===== config.mk =====
export PLATFORM = sky130hd
export DESIGN_NAME = mmio_block_cipher_engine
export DESIGN_NICKNAME = d
export VERILOG_FILES = /design/src/rtl/mmio_bce_pkg.sv /design/src/rtl/mmio_block_cipher_engine_gf_mul8.sv /design/src/rtl/mmio_block_cipher_engine.sv
export SDC_FILE = /design/constraint.sdc
export NUM_CORES = 1
export LEC_CHECK = 0
export ABC_CLOCK_PERIOD_IN_PS = 5600
export CAP_MARGIN = 10
export CORE_UTILIZATION = 40
export CTS_CLUSTER_SIZE = 30
export DETAILED_ROUTE_END_ITERATION = 6
export PLACE_DENSITY = 0.58
export SLEW_MARGIN = 10
export SYNTH_ARGS = -nofsm -noshare
export SYNTH_HDL_FRONTEND = slang
export SYNTH_HIERARCHICAL = 1
export SYNTH_SLANG_ARGS = --single-unit

===== constraint.sdc =====
create_clock -name clk -period 5.6 [get_ports clk]
set_input_delay 0.84 -clock clk [delete_from_list [all_inputs] [get_ports clk]]
set_output_delay 0.84 -clock clk [all_outputs]
set_load 0.01 [all_outputs]

===== src/rtl/mmio_bce_pkg.sv =====
// rtl/mmio_bce_pkg.sv - shared constants, mode encoding and register map for the block cipher engine
package mmio_bce_pkg;

    localparam int IDX_CTRL     = 8;
    localparam int IDX_COUNT    = 9;
    localparam int IDX_KEY_BASE = 10;

    localparam logic [7:0] AES_POLY = 8'h1B;

    localparam int CTRL_GO       = 0;
    localparam int CTRL_MODE_LSB = 1;
    localparam int CTRL_IRQ_EN   = 3;

    typedef enum logic [1:0] {
        MODE_MUL  = 2'd0,
        MODE_GF   = 2'd1,
        MODE_XOR  = 2'd2,
        MODE_RSVD = 2'd3
    } mode_e;

    function automatic int pt_base(input int n_words);
        return IDX_KEY_BASE + n_words;
    endfunction

    function automatic int ct_base(input int n_words);
        return IDX_KEY_BASE + 2 * n_words;
    endfunction

endpackage


===== src/rtl/mmio_block_cipher_engine_gf_mul8.sv =====
// rtl/mmio_block_cipher_engine_gf_mul8.sv - combinational GF(2^8) multiplier, AES reduction polynomial
module gf_mul8
    import mmio_bce_pkg::*;
(
    input  logic [7:0] a,
    input  logic [7:0] b,
    output logic [7:0] p
);

    logic [7:0] acc;
    logic [7:0] sh;

    // Shift-and-add: accumulate a*x^i for each set bit of b, reducing a each step
    always_comb begin
        acc = '0;
        sh  = a;
        for (int i = 0; i < 8; i++) begin
            if (b[i]) begin
                acc = acc ^ sh;
            end
            sh = {sh[6:0], 1'b0} ^ (sh[7] ? AES_POLY : 8'h00);
        end
        p = acc;
    end

endmodule


===== src/rtl/mmio_block_cipher_engine.sv =====
// rtl/mmio_block_cipher_engine.sv - memory-mapped byte-lane cipher coprocessor top
module mmio_block_cipher_engine
    import mmio_bce_pkg::*;
#(
    parameter int N_WORDS = 4,
    parameter int LANES   = 1,
    parameter int IDX_W   = 6
) (
    input  logic        clk,
    input  logic        rst_n,
    input  logic [31:0] addr,
    input  logic        wr_en,
    input  logic        accel_select,
    input  logic [31:0] data_in,
    output logic [31:0] data_out,
    output logic [15:0] ctr,
    output logic        irq
);

    localparam int N_BYTES = 4 * N_WORDS;

    localparam logic [IDX_W-1:0] I_CTRL  = IDX_W'(IDX_CTRL);
    localparam logic [IDX_W-1:0] I_COUNT = IDX_W'(IDX_COUNT);
    localparam logic [IDX_W-1:0] I_KEY   = IDX_W'(IDX_KEY_BASE);
    localparam logic [IDX_W-1:0] I_PT    = IDX_W'(pt_base(N_WORDS));
    localparam logic [IDX_W-1:0] I_CT    = IDX_W'(ct_base(N_WORDS));

    logic [31:0] key [N_WORDS];
    logic [31:0] pt  [N_WORDS];
    logic [31:0] ct  [N_WORDS];

    logic        busy;
    logic        done;
    logic        error;
    logic        irq_en;
    logic [1:0]  mode;
    logic [15:0] counter;
    logic [5:0]  idx;

    logic [IDX_W-1:0]   widx;
    logic               wr;
    logic               last;
    logic [N_WORDS-1:0] key_hit;
    logic [N_WORDS-1:0] pt_hit;
    logic [N_WORDS-1:0] ct_hit;
    logic               unused_addr;

    logic [5:0] lane_idx [LANES];
    logic [7:0] lane_a   [LANES];
    logic [7:0] lane_b   [LANES];
    logic [7:0] lane_gf  [LANES];
    logic [7:0] lane_res [LANES];

    assign widx        = addr[IDX_W+1:2];
    assign wr          = wr_en & accel_select;
    assign unused_addr = ^{addr[31:IDX_W+2], addr[1:0]};
    assign last        = (7'(idx) + 7'(LANES)) == 7'(N_BYTES);
    assign ctr         = counter;
    assign irq         = done & irq_en;

    // Word-register address hits for the KEY, PT and CT windows
    always_comb begin
        for (int w = 0; w < N_WORDS; w++) begin
            key_hit[w] = (widx == I_KEY + IDX_W'(w));
            pt_hit[w]  = (widx == I_PT + IDX_W'(w));
            ct_hit[w]  = (widx == I_CT + IDX_W'(w));
        end
    end

    // Zero-latency read mux; unmapped indices read as zero
    always_comb begin
        data_out = '0;
        if (widx == I_CTRL) begin
            data_out = {done, busy, error, 25'b0, irq_en, mode, 1'b0};
        end else if (widx == I_COUNT) begin
            data_out = {16'b0, counter};
        end
        for (int w = 0; w < N_WORDS; w++) begin
            if (key_hit[w]) data_out = key[w];
            if (pt_hit[w])  data_out = pt[w];
            if (ct_hit[w])  data_out = ct[w];
        end
    end

    // Byte index handled by each lane this cycle
    always_comb begin
        for (int l = 0; l < LANES; l++) begin
            lane_idx[l] = idx + 6'(l);
        end
    end

    // Fetch the key and plaintext bytes each lane operates on
    always_comb begin
        for (int l = 0; l < LANES; l++) begin
            lane_a[l] = '0;
            lane_b[l] = '0;
            for (int w = 0; w < N_WORDS; w++) begin
                if (lane_idx[l][5:2] == 4'(w)) begin
                    lane_a[l] = key[w][{lane_idx[l][1:0], 3'b000} +: 8];
                    lane_b[l] = pt[w][{lane_idx[l][1:0], 3'b000} +: 8];
                end
            end
        end
    end

    for (genvar l = 0; l < LANES; l++) begin : g_lane
        gf_mul8 u_gf (
            .a (lane_a[l]),
            .b (lane_b[l]),
            .p (lane_gf[l])
        );
    end

    // Per-lane operation select using the mode latched at GO
    always_comb begin
        for (int l = 0; l < LANES; l++) begin
            case (mode_e'(mode))
                MODE_MUL: lane_res[l] = lane_a[l] * lane_b[l];
                MODE_GF:  lane_res[l] = lane_gf[l];
                MODE_XOR: lane_res[l] = lane_a[l] ^ lane_b[l];
                default:  lane_res[l] = '0;
            endcase
        end
    end

    // Register writes, GO acceptance/rejection and the byte-walk while busy
    always_ff @(posedge clk or negedge rst_n) begin
        if (!rst_n) begin
            busy    <= 1'b0;
            done    <= 1'b0;
            error   <= 1'b0;
            irq_en  <= 1'b0;
            mode    <= '0;
            counter <= '0;
            idx     <= '0;
            for (int w = 0; w < N_WORDS; w++) begin
                key[w] <= '0;
                pt[w]  <= '0;
                ct[w]  <= '0;
            end
        end else begin
            if (busy) begin
                for (int l = 0; l < LANES; l++) begin
                    for (int w = 0; w < N_WORDS; w++) begin
                        if (lane_idx[l][5:2] == 4'(w)) begin
                            ct[w][{lane_idx[l][1:0], 3'b000} +: 8] <= lane_res[l];
                        end
                    end
                end
                idx     <= idx + 6'(LANES);
                counter <= counter + 16'd1;
                if (last) begin
                    busy <= 1'b0;
                    done <= 1'b1;
                end
            end

            if (wr && widx == I_CTRL) begin
                if (data_in[CTRL_GO]) begin
                    if (!busy && data_in[CTRL_MODE_LSB +: 2] != MODE_RSVD) begin
                        mode    <= data_in[CTRL_MODE_LSB +: 2];
                        irq_en  <= data_in[CTRL_IRQ_EN];
                        counter <= '0;
                        idx     <= '0;
                        done    <= 1'b0;
                        error   <= 1'b0;
                        busy    <= 1'b1;
                        for (int w = 0; w < N_WORDS; w++) begin
                            ct[w] <= '0;
                        end
                    end else begin
                        error <= 1'b1;
                    end
                end else if (!busy) begin
                    mode   <= data_in[CTRL_MODE_LSB +: 2];
                    irq_en <= data_in[CTRL_IRQ_EN];
                end
            end

            for (int w = 0; w < N_WORDS; w++) begin
                if (wr && (key_hit[w] || pt_hit[w])) begin
                    if (busy) begin
                        error <= 1'b1;
                    end else if (key_hit[w]) begin
                        key[w] <= data_in;
                    end else begin
                        pt[w] <= data_in;
                    end
                end
            end
        end
    end

endmodule


Word level (Yosys, flattened, before mapping)

Index checks and enable logic that the tools add are counted.
Widths: inputs -> output; s select.

Bits in latches: 0
Input port bits: 68
Flip-flop bits (word level): 412
RAM bits: 0
Output and inout bits: 49
Word-level logic and storage cells: 186
Bits in read-only memories: 0
Memories kept: 0

Muxes and demuxes: 85
Eq/ne operators: 23
Add/sub/neg operators: 4
Bitwise logic cells: 22
Multipliers: 1
Shift-type cells: 10
Magnitude comparators: 0
Reduce and logical (&&, ||, !) cells: 22
Div/mod/pow operators: 0

Operator list:

| cell                   | count |
|---|---|
| $mux 32                | 17 |
| $mux 128               | 4 |
| $shiftx 32x6->8        | 8 |
| $bwmux 32              | 4 |
| $mux 8                 | 16 |
| $xor 8x8->8            | 15 |
| $mux 16                | 5 |
| $eq 6x4->1 const B     | 8 |
| $eq 6x5->1 const B     | 6 |
| $mux 5                 | 7 |
| $shift 8x7->32 const A | 1 |
| $shiftx 8x7->32        | 1 |
| $reduce_and 3->1       | 9 |
| $mux 1                 | 24 |
| $mux 6                 | 4 |
| $pmux 8 s3             | 1 |
| $add 16x1->16 const B  | 1 |
| $eq 4x2->1 const B     | 2 |
| $mul 8x8->8            | 1 |
| $add 6x1->7 const B    | 1 |
| $eq 7x5->1 const B     | 1 |
| $neg 5->7              | 1 |
| $add 6x1->6 const B    | 1 |
| $logic_and 1x1->1      | 6 |
| 12 further kinds       | 23 |

Longest topological paths before layout

Depth in word-level cells: 29
Mapped depth: 29
Mapped depth without buffers: 23

Modules after synthesis

Netlist, hierarchy kept.

By module, submodules not included:

| module                   | instances | area each (µm²) | cells an instance | seq. area each (µm²) |
|---|---|---|---|---|
| mmio_block_cipher_engine | 1         | 22363.9         | 2075              | 10309.9 |
| gf_mul8                  | 1         | 1331.3          | 169               | 0.0 |

Worst setup path before layout

Ideal clock, no wire load.

Kind: reg-to-reg
Start point: reg idx[0]
End point: reg ct[23] (netlist bit)
Path buffers: 6
Slack: -0.379 ns
Period minus slack after synthesis: 5.979 ns
Arrival time: 5.848 ns
Data required time: 5.469 ns
Stages on the path, launching flop included: 25
Path through: dfrtp_1 -> buf_6 -> buf_12 -> buf_6 -> buf_6 -> buf_6 -> buf_6 -> mux4_1 -> a221oi_2 -> nor2_1 -> and2_1 -> fa_1 -> ha_1 -> fa_1 -> inv_1 -> fa_1 -> inv_1 -> ha_1 -> a21oi_1 -> xnor2_1 -> xnor2_1 -> xnor3_1 -> xnor3_2 -> a21oi_2 -> o22ai_1

RTL lines:

| item                          | RTL line                        | source |
|---|---|---|
| start, declared               | mmio_block_cipher_engine.sv:38  | `logic [5:0] idx;` |
| start signal, assigned        | mmio_block_cipher_engine.sv:150 | `idx <= idx + 6'(LANES);` |
| end signal, assigned by index | mmio_block_cipher_engine.sv:146 | `ct[w][{lane_idx[l][1:0], 3'b000} +: 8] <= lane_res[l];` |
| end, declared                 | mmio_block_cipher_engine.sv:30  | `logic [31:0] ct [N_WORDS];` |

Worst setup path after layout

Start point: reg idx[1]
End point: reg ct[23] (netlist bit)

Word-level cells in the longest chain between the ends: 29
Elaborated cells on any way between the ends: 57
Those cells by class: add/sub (1); mul (1); shift (10); mux (30); bitwise (15)

RTL lines:

| item                 | RTL line                               | source |
|---|---|---|
| $shiftx 32x6->8      | mmio_block_cipher_engine.sv:99         | `lane_a[l] = key[w][{lane_idx[l][1:0], 3'b000} +: 8];` |
| $mux 8 (4 in series) | mmio_block_cipher_engine.sv:98         | `if (lane_idx[l][5:2] == 4'(w)) begin` |
| $mux 5               | mmio_block_cipher_engine_gf_mul8.sv:21 | `sh = {sh[6:0], 1'b0} ^ (sh[7] ? AES_POLY : 8'h00);` |
| $xor 8x8->8          | mmio_block_cipher_engine_gf_mul8.sv:21 |  |
| $xor 8x8->8          | mmio_block_cipher_engine_gf_mul8.sv:19 | `acc = acc ^ sh;` |
| $mux 8               | mmio_block_cipher_engine_gf_mul8.sv:18 | `if (b[i]) begin` |
| $xor 8x8->8          | mmio_block_cipher_engine_gf_mul8.sv:19 |  |
| $mux 8               | mmio_block_cipher_engine_gf_mul8.sv:18 |  |
| (+10 left out)       | --                                     |  |
| $pmux 8 s3           | mmio_block_cipher_engine.sv:117        | `case (mode_e'(mode))` |
| $shiftx 8x7->32      | mmio_block_cipher_engine.sv:146        |  |
| $bwmux 32 *          | mmio_block_cipher_engine.sv:146        |  |
| $mux 32 *            | mmio_block_cipher_engine.sv:145        | `if (lane_idx[l][5:2] == 4'(w)) begin` |
| $mux 128 *           | mmio_block_cipher_engine.sv:142        | `if (busy) begin` |
| $mux 128             | mmio_block_cipher_engine.sv:160        | `if (!busy && data_in[CTRL_MODE_LSB +: 2] != MODE_RSVD) begin` |
| $mux 128             | mmio_block_cipher_engine.sv:159        | `if (data_in[CTRL_GO]) begin` |
| $mux 128 *           | mmio_block_cipher_engine.sv:158        | `if (wr && widx == I_CTRL) begin` |

Mark *: on every way between the ends. The rest lies on a longest branch, timed or not.
A chain may end at the register's enable or synchronous reset.

==> metrics.yaml <==
vias: 20300
pwr_density_cell_nw_per_um2: 386
io_pins: 117
async_reset_ff_share_pct: 100
grtUsageTotal_pct: 32.1
switching_power_mw: 3.95
synthTopCellsByArea: "dfrtp_1 (44%), mux2_2 (12%), nand2_1 (5.4%), mux4_2 (4.0%), a21oi_1 (3.6%)"
seqCellArea_um2: 10300
yosys.area.top_type: "dfrtp_1"
hold_viol: 0
cap_violations: 0
clockBufferDepth: 3
fin_nets: 2534
drc_errors: 0
p_int_mw: 6.92
syn-mean-instance-area_um2: 10.6
clkLatencyLatePin_ps: 600
max_slew_margin_pct: 11.5
fin_cells: 3226
rsz0062_at_grt: "true"
post-route-period-util_pct: 105
crit_arrival_ps: 6290
synth_top_area_share_pct: 43.5
min_path_type: "in2async"
die_w_um: 245
stdcell_area_um2: 28200
p_seq_share_pct: 33.9
startpoint_type: "flip-flop"
violations: "setup timing"
clkSinkCount: 412
routabilityCongestion: 0.969
worst_r2r_startpoint: "idx[1]$_DFF_PN0_"
placed_area_um2: 26400
p_leak_nw: 12.6
tightest_slew_ps: 1320
routed_via_density: 6.29
gr-total-overflow: 0
antenna_found_initial: 1
synth_seq_cells: 412
fin_worst_skew_ps: 26.5
cts.clk_slew.worst_paths_ps: 70
outcome: "finished with violations"
cts-root-buf: "clkbuf_16"
cts_tree: "yes"
synth_ff_type: "dfrtp_1"
syn_inst: 2244
placedCellCount: 3136
initial_core_util_pct: 40.8
antennaDiodeCount: 0
reg2reg_to: "ct[23]$_DFF_PN0_"
num_rows: 88
synthesis.nets: 2351
grt_pass1_vias: 20000
fin_ws_ps: -274
first_pass_iters: 7
clock.fmax_mhz: 170
drt_iter0_drc: 2204
synth_edf_count: 0
totalWireLength_um: 96200
die_y_um: 245
clockPowerShare_pct: 27.0
crit_type: "reg2reg"
grt_max_degree: 135
drive_gt1_share_pct: 27.1
area_growth_pct: 18.9
period_needed_ps: 5870
ir_drop_mv: 0.258
multiInputGateArea_um2: 12700
htree_levels: 2
syn_area_um2: 23700
p_total_mw: 10.9
drtAntennaViolNets: 0
setup_viol: 16
comb_power_share_pct: 39.1
core_um2: 58100
p_sw_share_pct: 36.4
wl_per_cell_um: 29.8
r2r_cells: 20
crit_path_max_fanout: 12
synth_cell_types: 81
io_buffers: 90
regToRegSetupSlack_ps: -270
fillers: 5365
postCtsHoldBufs: 0
cp-end-kind: "flip-flop"
final_max_slew_viol_count: 0
synth-seq-area-share_pct: 43.5
required_ps: 6020
numCtsBuffers: 45
grt_pass1_wl_um: 139000
ys_warn_count: 6
dieArea_um2: 60200
dp_hpwl_um: 65800
-- state kept, by name, indices dropped and copies added, names as in the netlist --
name    flops
busy        1
done        1
ct        128
idx         6
mode        2
ctr        16
key       128
irq_en      1
pt        128
error       1
-- what timing repair did --
item	CTS	global route
endpoints found under the hold margin	0	0
pin swaps	18	7
setup buffers	8	1
resized for setup	27	20
setup endpoints to repair	48	49
-- cells in the mapped netlist, drive strengths merged, types with 8 or more instances --
cell type,number
a211oi,9
a221o,13
nand4,18
fa,12
o21ai,53
dfrtp,412
a31oi,15
nand2,340
a22oi,85
and2,13
o22ai,37
mux2i,23
a22o,11
o2bb2ai,8
xnor2,64
clkbuf,98
o221ai,11
inv,51
buf,52
xnor3,9
mux2,260
xor2,26
and3,8
nor3,35
mux4,67
nor2,186
nand3,33
a21oi,174
ha,27
a221oi,14
o22a,13
-- placed cells by master (no fill, tap or decap), types with 8 or more instances in the layout --
cell type        instances
nor2_1                 174
a31oi_1                 15
inv_1                   48
o221ai_1                11
mux2_2                 260
a22oi_1                 85
mux4_2                  46
clkbuf_8                 9
mux4_1                  19
and3_1                   8
a211oi_1                 8
dfrtp_1                408
fa_1                     9
buf_12                  17
nor3_1                  25
o22a_1                  13
xnor3_1                  8
a221oi_1                 9
xor2_1                  24
a221o_1                 13
clkdlybuf4s50_1         89
nand4_1                 18
mux2i_1                 23
a22o_1                  10
clkbuf_16               45
buf_4                  173
nand2_1                335
ha_1                    24
xnor2_1                 60
clkbuf_1                 9
o22ai_1                 37
clkinv_2                13
a21oi_1                167
o21ai_0                 51
nor3_2                  10
nand3_1                 30
-- area by class of cell --
class / count / area share, %
clock buffer: 63 / 4.56
clock inverter: 18 / 0.453
inverter: 51 / 0.679
multi-input combinational: 1631 / 45.0
sequential: 412 / 36.6
tap: 765 / 3.40
timing repair buffer: 286 / 9.30
-- kinds of logic (layout without fill, tap and decap cells) --
logic type / Yosys count / in the layout / synth area share (%)
XOR/XNOR: 103 / 103 / 4.78
buffers and inverters: 201 / 418 / 4.25
AO/OA/AOI/OAI: 470 / 470 / 13.0
adder cells (fa/ha/maj): 39 / 39 / 2.44
multiplexers: 350 / 350 / 20.1
AND/OR/NAND/NOR: 669 / 669 / 12.0
flip-flops: 412 / 412 / 43.5
-- how the worst max path moves through the flow --
stage                           startpoint                to  cells past startpoint
final                     idx[1]$_DFF_PN0_  ct[23]$_DFF_PN0_                     20
after global routing      idx[0]$_DFF_PN0_  ct[23]$_DFF_PN0_                     25
after CTS                 idx[0]$_DFF_PN0_  ct[23]$_DFF_PN0_                     20
after detailed placement  idx[0]$_DFF_PN0_  ct[23]$_DFF_PN0_                     23
after global placement    idx[0]$_DFF_PN0_  ct[23]$_DFF_PN0_                     21
after floorplan           idx[0]$_DFF_PN0_  ct[71]$_DFF_PN0_                     24
-- metal layers --
| metal | up-vias | global-route usage [%] | routed length, um |
|---|---|---|---|
| li1 | 8476 | - | - |
| met1 | 10300 | 41.2 | 37600 |
| met2 | 1219 | 48.5 | 42100 |
| met3 | 320 | 8.27 | 9960 |
| met4 | 2 | 19.2 | 6540 |
| met5 | - | 0 | 8 |
-- power groups by stage --
stage	clock [mW]	sequential, mW	combinational, mW
3_3_place_gp	0	3.76	3.85
5_1_grt	3.09	3.71	4.51
2_1_floorplan	0	3.57	2.59
6_report	2.93	3.68	4.26
3_5_place_dp	0	3.77	3.91
4_1_cts	2.96	3.67	4.14
-- metrics by stage --
step	hold slack, ps	setup TNS, ps	setup WS [ps]	util, %
finish	288	-3810	-274	48.5
global route	381	-8000	-392	48.5
CTS	342	-3010	-229	48.3
detailed placement	504	-8970	-532	45.5
global placement	498	-7070	-450	45.5
floorplan	483	-44.7	-9.62	-
-- critical path: stages (launching register included) --
cell and delay (ps):
dfrtp_4 450, buf_12 170, buf_4 130, mux4_2 480, mux4_2 570, and2_4 180, and2_4 150, fa_1 460
ha_1 300, fa_1 480, inv_1 50, fa_2 520, inv_2 40, ha_4 270, a21oi_4 60, xnor2_2 220
xnor2_1 150, xnor3_1 240, xnor3_2 380, a21oi_4 250, o22ai_1 110
Note: power is estimated with default switching activity, not from simulation.
==> RTL edit (same flow settings) <==
The parameter `IDX_W` goes from 6 to 8.
--- a/src/rtl/mmio_block_cipher_engine.sv
+++ b/src/rtl/mmio_block_cipher_engine.sv
@@ -6,3 +6,3 @@
     parameter int LANES   = 1,
-    parameter int IDX_W   = 6
+    parameter int IDX_W   = 8
 ) (
Check against the original RTL: not settled (the Yosys comparison gave no result); the edit may change what the design does.
==> RTL edit against the unedited design <==
Clock power up 12%. Count of clock-buffer cells in the layout increased by 4. Critical endpoint unchanged. Sequential cell count is the same. The flow finishes with violations (DRC, setup timing). Die area increased by 2.1%. Worst setup slack better by 0.17 ns. Via count is 0.35% higher. Synthesized area grew 2.1%. Combinational power fell by 41%. Routed wire length grew 0.51%. Total power down 17%. Cell area is 4.5% higher. Cell count grew 2.7%.
==> RTL edit: results (changes against the unedited design) <==
DR vias=20.4k (+0.35%); Yosys cell types=78 (-3.7%); total CTS buffers=47 (+4.4%); critical path's slowest cell=fa_1; Seq/Total Area, Yosys=42.6% (-0.90 points); DRC Markers=4 (+4); Synth area leaders=dfrtp_1 (43%), mux2_2 (13%), nand2_1 (5.2%), mux4_2 (3.5%), a21oi_1 (3.4%); slew at the pin with the worst max-slew slack=1.20 ns (-0.123 ns); GPL Wtd Cong=1.03 (+6.3%); placed insts=3,216 (+2.6%); status=finished with violations; CP arrival=6.23 ns (-0.06 ns); pre-CTS setup slack=-0.573 ns (-0.0411 ns); largest net degree at the start of global routing=152 (+13%); top cells by count, synth=dfrtp_1 (412), nand2_1 (332), mux2_2 (277); placed cell area=0.0272 mm2 (+2.8%); initial antenna violation count=4 (+3); total track usage=31.7% (-0.33 points); syn_nets=2,405 (+2.3%); Max Clock Skew=0.0288 ns (+0.00235 ns); final wirelength=96,700 um (+0.51%); placed wire-length estimate=71,600 um (+8.7%); Final Setup Violations=19 (+3); worst stage delay on the critical path=0.55 ns (-0.02 ns); Avg Cell Area, Syn=10.5 um2 (-0.30%); PnR worst setup slack=-0.108 ns (+0.165 ns); post-synth top area share=42.6% (-0.90 points); DR iter-0 viols=2,268 (+2.9%); failing checks=DRC, setup timing; Yosys warnings=6 (unchanged); Cell Count, Final, Fillers Out=3,313 (+2.7%); nets=2,613 (+3.1%); I/O Buffers=92 (+2.2%)
[RTL edit: cell types whose count changed in the layout (fill, tap and decap cells not counted), sizes merged, moves of 10 or more]
cell,change
a21oi,-10
a221oi,+31
a222oi,+17
nor2,-37
mux2i,+50
o21ai,+19
o22a,-13
nor2b,+10
a22oi,-41
nand3,+42
mux2,+17
buf,+49
nor3,-14
[RTL edit: cell type report]
| cell class | count | area [um2] |
|---|---|---|
| antenna | 1 | 2.50 |
| clock inverter | 15 | 221 |
| fill | 5430 | 29900 |
| sequential | 412 | 10300 |
| clock buffer | 67 | 1390 |
| timing repair buffer | 337 | 3110 |
| tap | 773 | 967 |
| inverter | 48 | 184 |
| multi-input combinational | 1660 | 13200 |
[RTL edit: cell families after synthesis]
group | synth area share (%)
and+or+nand+nor | 11.8
AOI/OAI and AO/OA | 12.2
DFF | 42.6
muxes | 21.6
buffers and inverters | 4.65
xor gates and xnor gates | 4.67
adders and majority gates | 2.39
[RTL edit: final timing paths]
kind,from,endpoint,slack [ns],depth (start not counted)
hold / removal,rst_n,key[116]$_DFFE_PN0P_,0.22,1
min in group clk,ct[21]$_DFF_PN0_,ct[21]$_DFF_PN0_,0.52,2
setup / recovery,idx[1]$_DFF_PN0_,ct[23]$_DFF_PN0_,-0.11,23
max in group asynchronous,rst_n,idx[0]$_DFF_PN0_,3.87,2
hold reg to reg,ct[21]$_DFF_PN0_,ct[21]$_DFF_PN0_,0.52,2
setup reg to reg,idx[1]$_DFF_PN0_,ct[23]$_DFF_PN0_,-0.11,23
[RTL edit: layer usage]
metal,GRT usage [%],vias up,routed length (um)
li1,-,8746,-
met1,40.9,10300,38300
met2,49.9,1034,44500
met3,6.07,258,7800
met4,18.1,0,6160
met5,0,-,0
[RTL edit: timing repair]
| action | 4_1_cts | 5_1_grt |
|---|---|---|
| gates resized for setup | 46 | 54 |
| buffers inserted | 8 | 5 |
| pin swaps | 41 | 37 |
| cloned | 1 | 0 |
| endpoints found under the setup margin | 48 | 48 |
[RTL edit: metrics by stage]
step / hold slack [ns] / TNS, ns
6_report: 0.222 / -0.841
5_1_grt: 0.331 / -5.48
4_1_cts: 0.319 / -1.58
3_5_place_dp: 0.504 / -11.86
3_3_place_gp: 0.502 / -8.03
2_1_floorplan: 0.480 / 0
[RTL edit: where the power goes]
| part | switching [uW] | internal (uW) | leakage, uW |
|---|---|---|---|
| clock | 1310 | 1950 | 0.000796 |
| combinational | 1430 | 1080 | 0.00727 |
| sequential | 136 | 3110 | 0.00501 |
| total | 2870 | 6140 | 0.0131 |
